===== src/rtl/lrshift_engine.sv =====
// ---------------------------------------------------------------------------
// lrshift_engine
//
// Purpose:
//   A WIDTH-bit register with parallel load and a sequenced shift/rotate
//   engine. A command applies one single-bit step per clock for a commanded
//   amount. It is a cheaper alternative to a full barrel shifter wherever a
//   variable-distance shift or a serial stream is needed.
//
// Ports:
//   clk     in   clock; all state updates on the rising edge
//   reset   in   synchronous active-high reset; clears all state
//   load    in   parallel load request (honoured only when idle)
//   din     in   WIDTH-bit parallel load data
//   start   in   shift command request (honoured only when idle, load=0)
//   op      in   3-bit operation: 000 SRL, 001 SLL, 010 SRA, 011 ROR,
//                100 ROL, 101..111 behave as a zero-length command
//   amount  in   AMT_W-bit number of single-bit steps
//   sin     in   serial fill bit for SRL/SLL, sampled on every shifting edge
//   out     out  register contents
//   sout    out  bit shifted out on the most recent shifting edge
//   busy    out  high while further shift steps remain
//   done    out  one-cycle completion pulse
// ---------------------------------------------------------------------------
module lrshift_engine #(
    parameter int WIDTH = 16,
    parameter int AMT_W = 5
) (
    input  logic             clk,
    input  logic             reset,
    input  logic             load,
    input  logic [WIDTH-1:0] din,
    input  logic             start,
    input  logic [2:0]       op,
    input  logic [AMT_W-1:0] amount,
    input  logic             sin,
    output logic [WIDTH-1:0] out,
    output logic             sout,
    output logic             busy,
    output logic             done
);

    typedef enum logic {
        IDLE,
        SHIFT
    } state_t;

    localparam logic [2:0] OP_SRL = 3'b000;
    localparam logic [2:0] OP_SLL = 3'b001;
    localparam logic [2:0] OP_SRA = 3'b010;
    localparam logic [2:0] OP_ROR = 3'b011;
    localparam logic [2:0] OP_ROL = 3'b100;

    localparam logic [AMT_W-1:0] AMT_ONE = AMT_W'(1);

    state_t           state_q, state_d;
    logic [AMT_W-1:0] count_q, count_d;
    logic [2:0]       op_q, op_d;
    logic [WIDTH-1:0] out_q, out_d;
    logic             sout_q, sout_d;
    logic             done_q, done_d;

    logic [2:0]       stepOp;
    logic [WIDTH-1:0] stepOut;
    logic             stepSout;
    logic             cmdIsNull;

    // The first step happens on the accepting edge, before op is latched,
    // so the step logic must look at the live op input while idle.
    assign stepOp = (state_q == SHIFT) ? op_q : op;

    // Zero amounts and unused op codes complete immediately without touching data.
    assign cmdIsNull = (amount == '0) || (op > OP_ROL);

    // One single-bit step of the selected operation.
    always_comb begin
        stepOut  = out_q;
        stepSout = sout_q;
        case (stepOp)
            OP_SRL: begin
                stepOut  = {sin, out_q[WIDTH-1:1]};
                stepSout = out_q[0];
            end
            OP_SLL: begin
                stepOut  = {out_q[WIDTH-2:0], sin};
                stepSout = out_q[WIDTH-1];
            end
            OP_SRA: begin
                stepOut  = {out_q[WIDTH-1], out_q[WIDTH-1:1]};
                stepSout = out_q[0];
            end
            OP_ROR: begin
                stepOut  = {out_q[0], out_q[WIDTH-1:1]};
                stepSout = out_q[0];
            end
            OP_ROL: begin
                stepOut  = {out_q[WIDTH-2:0], out_q[WIDTH-1]};
                stepSout = out_q[WIDTH-1];
            end
            default: begin
                stepOut  = out_q;
                stepSout = sout_q;
            end
        endcase
    end

    // Next-state logic. count_q holds the steps still to perform after the
    // current edge; the engine leaves SHIFT on the edge that performs the
    // last one, which is when done is raised.
    always_comb begin
        state_d = state_q;
        count_d = count_q;
        op_d    = op_q;
        out_d   = out_q;
        sout_d  = sout_q;
        done_d  = 1'b0;

        case (state_q)
            IDLE: begin
                if (load) begin
                    out_d = din;
                end else if (start) begin
                    op_d = op;
                    if (cmdIsNull) begin
                        done_d = 1'b1;
                    end else begin
                        out_d  = stepOut;
                        sout_d = stepSout;
                        if (amount == AMT_ONE) begin
                            done_d = 1'b1;
                        end else begin
                            state_d = SHIFT;
                            count_d = amount - AMT_ONE;
                        end
                    end
                end
            end
            SHIFT: begin
                out_d   = stepOut;
                sout_d  = stepSout;
                count_d = count_q - AMT_ONE;
                if (count_q == AMT_ONE) begin
                    state_d = IDLE;
                    done_d  = 1'b1;
                end
            end
            default: begin
                state_d = IDLE;
                count_d = '0;
            end
        endcase
    end

    // State registers with synchronous reset; reset aborts any command silently.
    always_ff @(posedge clk) begin
        if (reset) begin
            state_q <= IDLE;
            count_q <= '0;
            op_q    <= OP_SRL;
            out_q   <= '0;
            sout_q  <= 1'b0;
            done_q  <= 1'b0;
        end else begin
            state_q <= state_d;
            count_q <= count_d;
            op_q    <= op_d;
            out_q   <= out_d;
            sout_q  <= sout_d;
            done_q  <= done_d;
        end
    end

    assign out  = out_q;
    assign sout = sout_q;
    assign busy = (state_q == SHIFT);
    assign done = done_q;

endmodule


===== config.mk =====
export PLATFORM = sky130hd
export DESIGN_NAME = lrshift_engine
export DESIGN_NICKNAME = d
export VERILOG_FILES = /design/src/rtl/lrshift_engine.sv
export SDC_FILE = /design/constraint.sdc
export NUM_CORES = 1
export LEC_CHECK = 0
export BUFFER_PORTS_ARGS = -buffer_cell sky130_fd_sc_hd__buf_2
export CORE_AREA = 2 2 62 64
export DETAILED_ROUTE_END_ITERATION = 10
export DIE_AREA = 0 0 64 66
export GPL_ROUTABILITY_DRIVEN = 0
export PLACE_DENSITY = 0.84
export SLEW_MARGIN = 20
export SYNTH_ARGS = -nofsm -noshare
export SYNTH_HDL_FRONTEND = slang
export SYNTH_SLANG_ARGS = --single-unit

===== constraint.sdc =====
create_clock -name clk -period 3.2 [get_ports clk]
set_input_delay 0.64 -clock clk [delete_from_list [all_inputs] [get_ports clk]]
set_output_delay 0.64 -clock clk [all_outputs]
set_load 0.01 [all_outputs]

==> flow_metrics.tcl <==
set metrics [dict create \
    drt-total-wl_um 4870 \
    cts_tree "done" \
    stdcell_count 341 \
    hold_class "reg2reg" \
    die_area_um2 4220 \
    io_buffers 47 \
    reg2reg_to "out[6]$_SDFFE_PP0P_" \
    crit_fanout 17 \
    drive_above_1_share_pct 27.3 \
    wl_per_cell_um 14.3 \
    max_slew.worst_pin.slew_ps 789 \
    synth.top_cell.area_share_pct 26.9 \
    gr-total-overflow 0 \
    grt_pass1_vias 1819 \
    numCtsBuffers 3 \
    fin_hold_ws_ps 524 \
    synth-seq-cells 27 \
    final_common_cell "buf_2" \
    syn_nets 286 \
    arrival_ps 2450 \
    yosysUniqueCellTypes 52 \
    grt_use_total_pct 23.5 \
    ctsResizeCount 0 \
    power_density_nw_per_um2 392 \
    core_area_um2 3550 \
    timing.rr.start "busy$_SDFF_PP0_" \
    slew_violations 0 \
    crit_required_ps 3490 \
    num_rows 22 \
    drt_first_pass_iters 4 \
    post-cts-setup-buffers 0 \
    worstSetupPathType "reg2reg" \
    fin_crit_sh_pct 67.5 \
    grt_max_degree 18 \
    die_w_um 64 \
    min_to "sout$_SDFFE_PP0P_" \
    clock_power_share_pct 16.7 \
    startpoint_type "register" \
    avgSynthCellArea_um2 7.96 \
    clk_pin_slew_ps 160 \
    run_status "finished, final reports clean" \
    synth_edf_count 0 \
    cts.sinks 27 \
    seqPwrFrac_pct 48.4 \
    ir_worst_vdd_mv 0.204 \
    setup_tns_ps 0 \
    min_period_ps 2160 \
    rsz0062_at_grt "no" \
    p_leak_nw 1.01 \
    async_flop_share_pct 0 \
    synth.area.top_cells "dfxtp_1 (27%), nor3_1 (8.5%), o22a_1 (6.1%)" \
    cap_violations 0 \
    grt_pass1_wl_um 8070 \
    p_sw_uw 325 \
    clock_latency_ps 330 \
    drc_errors 0 \
    netlist_area_um2 2010 \
    ant_nets 0 \
    yosys.area.top_type "dfxtp_1" \
    timing.final.ws_setup_ps 1040 \
    cts_buffer_depth 2 \
    power_frac_comb_pct 34.8 \
    hold_viol_final 0 \
    yosysWarnings 0 \
    end_kind "register" \
    dpl.hpwl_um 3490 \
    cp_cell_sequence "nor2_1 -> a32oi_2 -> nor2_1 -> o41ai_2 -> o211a_1" \
    ff2ff_setup_slack_ps 1040 \
    num_vias 2015 \
    ys_seq_area_share_pct 26.9 \
    slowest_stage "dfxtp_1" \
    critPathMaxStageDelay_ps 860 \
    ys.flop_type "dfxtp_1" \
    hold_path_startpoint "sout$_SDFFE_PP0P_" \
    crit_path_frequent_cell "nor2_1" \
    skew_ps 21.4 \
    relSlewSlack_pct 47.3 \
    p_int_uw 562 \
    finalSetupViolations 0 \
    reg2reg_depth 5 \
    syn_inst 252 \
    power.share.switching_pct 36.6 \
    pre_cts_ws_ps 978 \
    htree_levels 1 \
    most-common-layout-cells "buf_2 (47), nor3_1 (34), nor2_1 (30), dfxtp_1 (27), inv_1 (22)" \
    layout.nets 328 \
    hold_depth 2 \
    antenna_found_initial 0 \
    syn_to_final_growth_pct 13.0 \
    drt_iter0_drc 147 \
    fmax_mhz 463 \
    holdBufCountCts 0 \
    antenna_cells 0 \
    power.total_uw 887 \
    clockRootBuffer "clkbuf_4" \
    die_h_um 66 \
    io-pin-count 48 \
    initial_core_util_pct 56.5 \
    dp_cells 337 \
    vias_per_cell 5.91 \
]
sequential cells by signal, indices dropped and copies added (netlist names):
| name | count |
|---|---|
| op_q | 3 |
| count_q | 5 |
| sout | 1 |
| busy | 1 |
| out | 16 |
| done | 1 |
how the worst max path moves through the flow:
stage                                      to  slack (ps)  cells after the start             from
after floorplan             sout$_SDFFE_PP0P_        1210                      7        amount[0]
after global placement    out[6]$_SDFFE_PP0P_        1010                      7        amount[0]
after detailed placement    sout$_SDFFE_PP0P_         980                      8        amount[0]
after CTS                 out[6]$_SDFFE_PP0P_        1030                      5  busy$_SDFF_PP0_
after global routing      out[8]$_SDFFE_PP0P_         830                      5  busy$_SDFF_PP0_
final                     out[6]$_SDFFE_PP0P_        1040                      5  busy$_SDFF_PP0_
cells by family after synthesis:
logic type	Yosys count	synth area share (%)
simple gates	102	26.5
compound gates	65	25.3
buf+inv	37	8.92
flops	27	26.9
mux	10	6.61
xor+xnor	6	2.62
fa+ha+maj	5	3.12
stage by stage:
| step | area, µm² | utilization [%] |
|---|---|---|
| after floorplan | 2010 | - |
| after global placement | 2240 | 63.0 |
| after detailed placement | 2240 | 63.0 |
| after CTS | 2270 | 63.8 |
| after global routing | 2270 | 63.8 |
| final | 2270 | 63.8 |
per-layer routing:
layer / routed length, µm / up-vias / track usage [%] / part of all wire, %
met2: 2320 / 73 / 40.6 / 48
met1: 2230 / 942 / 30.7 / 46
met4: 36 / 0 / 5.16 / 0.74
met5: 0 / - / 0 / 0
li1: - / 996 / - / -
met3: 281 / 4 / 3.58 / 5.8
cell usage after synthesis (4+ instances only):
cell / n
ha_1: 5
dfxtp_1: 27
a21oi_2: 10
a21oi_1: 12
nor3_1: 34
buf_2: 5
mux2i_1: 5
nand2b_1: 5
nor2_1: 30
and3_1: 4
inv_1: 22
nor4_1: 14
o21ai_1: 5
o22a_1: 14
power groups by stage:
stage | clock (mW) | combinational, mW | sequential, mW
floorplan | 0 | 0.213 | 0.436
global placement | 0 | 0.300 | 0.435
detailed placement | 0 | 0.306 | 0.436
CTS | 0.154 | 0.307 | 0.429
global route | 0.170 | 0.341 | 0.437
finish | 0.148 | 0.309 | 0.430
area by class of cell:
| type | instances | area (µm²) |
|---|---|---|
| Clock buffer | 3 | 22.5 |
| Inverter | 23 | 86.3 |
| Fill cell | 320 | 1280 |
| Sequential cell | 27 | 541 |
| Clock inverter | 1 | 5.00 |
| Tap cell | 48 | 60.1 |
| Multi-Input combinational cell | 188 | 1290 |
| Timing Repair Buffer | 51 | 265 |
worst max-delay path: cells and delay by family (launching register included):
family	cells	cell delay [ps]
DFF	1	860
and+or+nand+nor	2	230
AOI/OAI and AO/OA	3	1050
Power figures use the tool's default switching activity.
